--- src/rtl/mprj_wb_pkg.sv ---
// Shared encodings and widths for the mprj Wishbone responder slice.
// Used by mprj_wb_regfile and mprj_wb_responder.
package mprj_wb_pkg;

  localparam int WB_DW      = 32;
  localparam int WB_SELW    = 4;
  localparam int WAIT_CNT_W = 4;

  typedef enum logic [1:0] {
    IDLE = 2'd0,
    WAIT = 2'd1,
    ACK  = 2'd2
  } wb_state_e;

  // Byte-lane merge: lanes with sel=1 take the new byte, others keep the old one.
  function automatic logic [WB_DW-1:0] lane_merge(
    input logic [WB_DW-1:0]   old_word,
    input logic [WB_DW-1:0]   new_word,
    input logic [WB_SELW-1:0] sel
  );
    logic [WB_DW-1:0] merged;
    merged = old_word;
    for (int i = 0; i < WB_SELW; i++) begin
      if (sel[i]) begin
        merged[8*i +: 8] = new_word[8*i +: 8];
      end
    end
    return merged;
  endfunction

endpackage

--- src/rtl/mprj_wb_regfile.sv ---
// DEPTH x 32 word store with per-lane writes and a registered read port.
// With MPRJ_WB_DOORBELL_EN defined, the last word also drives a registered doorbell irq.
module mprj_wb_regfile
  import mprj_wb_pkg::*;
#(
  parameter int ADDR_W = 6
) (
  input  logic               clk,
  input  logic               rst_n,
  input  logic               wr_en,
  input  logic [ADDR_W-1:0]  wr_idx,
  input  logic [WB_SELW-1:0] wr_sel,
  input  logic [WB_DW-1:0]   wr_data,
  input  logic               rd_en,
  input  logic [ADDR_W-1:0]  rd_idx,
  output logic [WB_DW-1:0]   rd_data_o,
  output logic               irq_o
);

  localparam int DEPTH = 2 ** ADDR_W;

  logic [WB_DW-1:0] mem_q [DEPTH];
  logic [WB_DW-1:0] mem_d [DEPTH];
  logic [WB_DW-1:0] rd_data_q;
  logic [WB_DW-1:0] rd_data_d;

  always_comb begin
    mem_d = mem_q;
    if (wr_en) begin
      mem_d[wr_idx] = lane_merge(mem_q[wr_idx], wr_data, wr_sel);
    end
  end

  // The read register is zero whenever no read is being acked.
  always_comb begin
    rd_data_d = '0;
    if (rd_en) begin
      rd_data_d = mem_q[rd_idx];
    end
  end

  always_ff @(posedge clk or negedge rst_n) begin
    if (!rst_n) begin
      for (int i = 0; i < DEPTH; i++) begin
        mem_q[i] <= '0;
      end
      rd_data_q <= '0;
    end else begin
      mem_q     <= mem_d;
      rd_data_q <= rd_data_d;
    end
  end

  assign rd_data_o = rd_data_q;

`ifdef MPRJ_WB_DOORBELL_EN
  logic irq_q;
  logic irq_d;

  // Doorbell follows the merged value committed to the top word.
  always_comb begin
    irq_d = irq_q;
    if (wr_en && (wr_idx == '1)) begin
      irq_d = (mem_d[wr_idx] != '0);
    end
  end

  always_ff @(posedge clk or negedge rst_n) begin
    if (!rst_n) begin
      irq_q <= 1'b0;
    end else begin
      irq_q <= irq_d;
    end
  end

  assign irq_o = irq_q;
`else
  assign irq_o = 1'b0;
`endif

endmodule

--- src/rtl/mprj_wb_responder.sv ---
// Wishbone classic slave for the mprj management bus: windowed scratch store with programmable wait states.
// Optional doorbell on the top word is enabled by defining MPRJ_WB_DOORBELL_EN.
module mprj_wb_responder
  import mprj_wb_pkg::*;
#(
  parameter logic [31:0] BASE_ADDR   = 32'h3000_0000,
  parameter int          ADDR_W      = 6,
  parameter int          WAIT_STATES = 1
) (
  input  logic                core_clk,
  input  logic                core_rstn,
  input  logic                wb_iena_i,
  input  logic                wb_cyc_i,
  input  logic                wb_stb_i,
  input  logic                wb_we_i,
  input  logic [WB_SELW-1:0]  wb_sel_i,
  input  logic [31:0]         wb_adr_i,
  input  logic [WB_DW-1:0]    wb_dat_i,
  output logic                wb_ack_o,
  output logic [WB_DW-1:0]    wb_dat_o,
  output logic                irq_o
);

  localparam logic [31:0]           WIN_MASK  = (32'd4 << ADDR_W) - 32'd1;
  localparam logic [WAIT_CNT_W-1:0] WAIT_LOAD = WAIT_CNT_W'(WAIT_STATES);

  wb_state_e             state_q, state_d;
  logic [WAIT_CNT_W-1:0] cnt_q, cnt_d;
  logic                  we_q, we_d;
  logic [WB_SELW-1:0]    sel_q, sel_d;
  logic [ADDR_W-1:0]     idx_q, idx_d;
  logic [WB_DW-1:0]      dat_q, dat_d;

  logic                  bus_live;
  logic                  hit;
  logic                  req_valid;
  logic                  enter_ack;
  logic                  acc_we;
  logic [WB_SELW-1:0]    acc_sel;
  logic [ADDR_W-1:0]     acc_idx;
  logic [WB_DW-1:0]      acc_dat;
  logic [WB_DW-1:0]      rd_data;
  logic                  irq_raw;
  logic                  unused_adr_lsb;

  assign bus_live       = wb_iena_i & wb_cyc_i & wb_stb_i;
  assign hit            = ((wb_adr_i & ~WIN_MASK) == BASE_ADDR);
  assign req_valid      = bus_live & hit;
  assign unused_adr_lsb = ^wb_adr_i[1:0];

  // acc_* is the request committed on the edge entering ACK; with zero wait
  // states that edge is also the acceptance edge, so the live bus is used.
  always_comb begin
    state_d   = state_q;
    cnt_d     = cnt_q;
    we_d      = we_q;
    sel_d     = sel_q;
    idx_d     = idx_q;
    dat_d     = dat_q;
    enter_ack = 1'b0;
    acc_we    = we_q;
    acc_sel   = sel_q;
    acc_idx   = idx_q;
    acc_dat   = dat_q;

    case (state_q)
      IDLE: begin
        if (req_valid) begin
          we_d  = wb_we_i;
          sel_d = wb_sel_i;
          idx_d = wb_adr_i[ADDR_W+1:2];
          dat_d = wb_dat_i;
          cnt_d = WAIT_LOAD;
          if (WAIT_STATES == 0) begin
            state_d   = ACK;
            enter_ack = 1'b1;
            acc_we    = wb_we_i;
            acc_sel   = wb_sel_i;
            acc_idx   = wb_adr_i[ADDR_W+1:2];
            acc_dat   = wb_dat_i;
          end else begin
            state_d = WAIT;
          end
        end
      end
      WAIT: begin
        if (!bus_live) begin
          state_d = IDLE;
        end else if (cnt_q == WAIT_CNT_W'(1)) begin
          state_d   = ACK;
          enter_ack = 1'b1;
          cnt_d     = '0;
        end else begin
          cnt_d = cnt_q - WAIT_CNT_W'(1);
        end
      end
      ACK: begin
        state_d = IDLE;
      end
      default: begin
        state_d = IDLE;
      end
    endcase
  end

  always_ff @(posedge core_clk or negedge core_rstn) begin
    if (!core_rstn) begin
      state_q <= IDLE;
      cnt_q   <= '0;
      we_q    <= 1'b0;
      sel_q   <= '0;
      idx_q   <= '0;
      dat_q   <= '0;
    end else begin
      state_q <= state_d;
      cnt_q   <= cnt_d;
      we_q    <= we_d;
      sel_q   <= sel_d;
      idx_q   <= idx_d;
      dat_q   <= dat_d;
    end
  end

  mprj_wb_regfile #(
    .ADDR_W (ADDR_W)
  ) u_regfile (
    .clk       (core_clk),
    .rst_n     (core_rstn),
    .wr_en     (enter_ack & acc_we),
    .wr_idx    (acc_idx),
    .wr_sel    (acc_sel),
    .wr_data   (acc_dat),
    .rd_en     (enter_ack & ~acc_we),
    .rd_idx    (acc_idx),
    .rd_data_o (rd_data),
    .irq_o     (irq_raw)
  );

  // A dropped return-path enable silences every output immediately.
  assign wb_ack_o = (state_q == ACK) & wb_iena_i;
  assign wb_dat_o = wb_iena_i ? rd_data : '0;
  assign irq_o    = irq_raw & wb_iena_i;

endmodule

--- config.mk ---
export PLATFORM = sky130hd
export DESIGN_NAME = mprj_wb_responder
export DESIGN_NICKNAME = d
export VERILOG_FILES = /design/src/rtl/mprj_wb_pkg.sv /design/src/rtl/mprj_wb_regfile.sv /design/src/rtl/mprj_wb_responder.sv
export SDC_FILE = /design/constraint.sdc
export NUM_CORES = 2
export LEC_CHECK = 0
export CAP_MARGIN = 20
export CORE_MARGIN = 3
export CORE_UTILIZATION = 40
export DETAILED_ROUTE_END_ITERATION = 10
export GPL_ROUTABILITY_DRIVEN = 0
export PLACE_DENSITY_LB_ADDON = 0.15
export RECOVER_POWER = 50
export REMOVE_ABC_BUFFERS = 1
export SYNTH_ARGS = -nofsm -noshare
export SYNTH_HDL_FRONTEND = slang
export SYNTH_SLANG_ARGS = --single-unit
--- constraint.sdc ---
create_clock -name core_clk -period 3.85 [get_ports core_clk]
set_input_delay 0.5775 -clock core_clk [delete_from_list [all_inputs] [get_ports core_clk]]
set_output_delay 0.5775 -clock core_clk [all_outputs]
set_load 0.005 [all_outputs]
==> results by group <==
Synthesis
  – Top cells by area, synth: dfrtp_1, mux2_2, o21ai_0
  – Seq cells post-synth: 2129
  – Commonest cells in the synthesized netlist: dfrtp_1, nand2_1, o21ai_0, mux2_2, clkbuf_1
  – Post-synth top area cell: dfrtp_1
  – Post-synth cell types: 72
  – Yosys top cell area share: 56.8%
  – Post-Syn Instances: 8586
  – Ys flop type: dfrtp_1
  – Mapped Area: 93800 sq um
  – Most common cell in the netlist: dfrtp_1
  – Mean post-synth cell area: 10.9 sq um
  – Ys async rst share: 100%
  – Ys Warns: 0
  – Sequential element share of the synthesized area: 56.8%
  – Post-synth EDFFs: 0

Pwr
  – Max rail drop VDD: 385 uV
  – Power per cell area: 415 nW/um^2
  – Leakage: 0.0495 uW
  – Total power: 45200 uW

GRT
  – Overflow after GRT: 0
  – First-pass GRT wire length: 487 mm
  – Vias in the first global route: 69900
  – Initial antenna violation count: 9
  – Pin count of the biggest net entering global routing: 98
  – Global Route Usage Sum: 27.1%

Clock network
  – Max clock buf depth: 3
  – H-tree depth: 4
  – Worst-Skew Late Latency: 880 ps
  – Clk sinks: 2129
  – CTS tree: built
  – Clk slew on worst S/H paths: 60 ps
  – CTS Buf Count: 230
  – Clock root buffer: clkbuf_16

STA
  – Max Clk Rate: 257 MHz
  – Slew Viols, Final: 181
  – Final worst slack: -36.3 ps
  – Finish-stage setup viols: 18
  – Worst-Margin Slew: 2130 ps
  – Final Hold Fails: 0
  – Final min period: 3890 ps
  – Final period util: 101%
  – Final Skew: 44.2 ps
  – Slew HR: -42.1%

Setup path
  – Critical path class: reg2reg
  – Max FO, Critical Path: 35
  – WP data arrival: 4700 ps
  – Crit. Startpoint: acc_idx[2]
  – CP startpoint kind: flip-flop
  – Critical R2R Launch: acc_idx[2]
  – Critical Path End Type: flip-flop
  – CP required: 4660 ps

Detailed routing
  – Via count: 70400
  – Starting DRT DRC Count: 6648
  – Final WL: 331 mm
  – Post-DRT Antenna Nets: 0
  – DR WL/cell: 27.7 microns
  – Drc violations: 0
  – TritonRoute pass-1 iters: 7
  – Via/cell ratio: 5.88

Place
  – Placed cell areas: 101000 sq um
  – HPWL after DPL: 210 mm
  – I/O Buffers: 104

Hold path
  – HP Class: in2reg
  – Worst hold start: wb_sel_i[1]

Final layout
  – Layout cell share with drive strength beyond 1: 21.5%
  – Design Area, Final: 109000 sq um
  – Nets: 8730
  – Synth-to-Final Area Change: 16.0%

Die
  – Ports: 108
  – Die footprint: 240000 sq um
  – Core Rows: 177
  – Die height: 490 microns
  – Die Width: 490 microns
  – Area of the core: 233000 sq um
  – Starting Density: 40.3%

Outcome
  – Failing checks: capacitance limit, slew limit, setup timing
  – Status: finished, violations left

Flow run
  – Max cap viols: 3
## final cells by class
type | count | area [sq um]
Antenna cell | 7 | 17.5
Clock buffer | 352 | 6860
Clock inverter | 59 | 732
Fill cell | 21600 | 124000
Inverter | 11 | 52.6
Multi-Input combinational cell | 5562 | 36600
Sequential cell | 2129 | 53300
Tap cell | 3132 | 3920
Timing Repair Buffer | 720 | 7300
## placed cells by master (no fill, tap or decap), drive strengths merged, types with 14 or more instances in the layout
cell / netlist / final
dfrtp: 2129 / 2129
mux4: 33 / 33
nor3b: 26 / 26
clkbuf: 608 / 410
a21oi: 105 / 105
a22oi: 275 / 275
inv: 8 / 14
a211oi: 39 / 39
a221o: 34 / 34
o21ai: 1466 / 1466
nand2b: 40 / 40
nand3: 23 / 23
buf: 277 / 559
a31oi: 42 / 42
nand4: 24 / 24
and3: 25 / 25
clkdlybuf4s50: 0 / 102
and4b: 18 / 18
a221oi: 342 / 342
a41o: 17 / 17
clkinv: 3 / 41
a22o: 62 / 62
nor2: 72 / 72
and2: 39 / 39
nor3: 51 / 51
nor4: 19 / 19
nand2: 1541 / 1541
mux2i: 175 / 175
o22a: 30 / 30
a211o: 24 / 24
mux2: 768 / 768
o22ai: 102 / 102
o2bb2ai: 59 / 59
## per-layer routing
metal	routed length (microns)	part of all wire, %	track usage (%)	vias to the layer above
met5	0	0	0	-
met4	13300	4.0	9.95	0
met2	151000	46	42.7	2547
met1	145000	44	37.8	36200
met3	22100	6.7	4.56	603
li1	-	-	-	31000
## through the flow
| stage | cells | hold WS (ps) | setup slack [ps] | util (%) | TNS (ps) |
|---|---|---|---|---|---|
| after global placement | 11500 | 455 | -180 | 43.5 | -11760 |
| after CTS | 12000 | 220 | -3.66 | 46.8 | -4.03 |
| final | 12000 | 275 | -36.3 | 46.7 | -199 |
| after floorplan | 7701 | 282 | -18060 | - | - |
| after detailed placement | 11500 | 463 | -228 | 43.5 | -16920 |
| after global routing | 12000 | 280 | -0.520 | 46.7 | -0.520 |
## flip-flops by register name, summed over array words and instances (netlist names)
| register | flops |
|---|---|
| acc_we | 1 |
| u_regfile.mem_q | 2048 |
| acc_idx | 6 |
| cnt_q | 4 |
| state_q | 2 |
| acc_dat | 32 |
| u_regfile.rd_data_o | 32 |
| acc_sel | 4 |
## cells by family after synthesis
group                      after synthesis  share of synthesized area [%]
AOI/OAI and AO/OA                     2661                           18.0
adders and majority gates                2                         0.0267
buffers and inverters                  896                           4.52
DFF                                   2129                           56.8
muxes                                  976                           11.9
other                                    1                        0.00400
and+or+nand+nor                       1921                           8.80
## critical path: stages (launching register included)
cell and delay, ps:
dfrtp_4 640, buf_4 210, nor2b_4 580, buf_4 400, a221oi_1 140, o22a_1 210, o22ai_1 480, buf_4 230
nor4_4 50, buf_4 170, a21oi_4 210, buf_12 220, mux2_2 200
## power breakdown
| group | internal (uW) | switching (uW) |
|---|---|---|
| registers | 22400 | 0.000580 |
| clock network | 12900 | 9290 |
| logic | 97.5 | 489 |
| total | 35400 | 9780 |
## final timing paths
check                      slack (ps)  cells after the start                     to
setup / recovery                  -40                     12  u_regfile.mem_q[1587]
hold / removal                    280                      3             acc_sel[1]
setup reg to reg                  -40                     12  u_regfile.mem_q[1587]
hold reg to reg                   470                      2  u_regfile.mem_q[1126]
max in group asynchronous         470                      4   u_regfile.mem_q[401]
min in group asynchronous         780                      2    u_regfile.mem_q[82]
## timing repair
action                                  CTS  global route
gates cloned                              1             0
pin swaps                                 1             5
hold buffers                              1             0
endpoints found under the hold margin    52             0
setup buffers                             2            12
endpoints found under the setup margin  350           445
resized for setup                         7             6
Power figures use the tool's default switching activity.
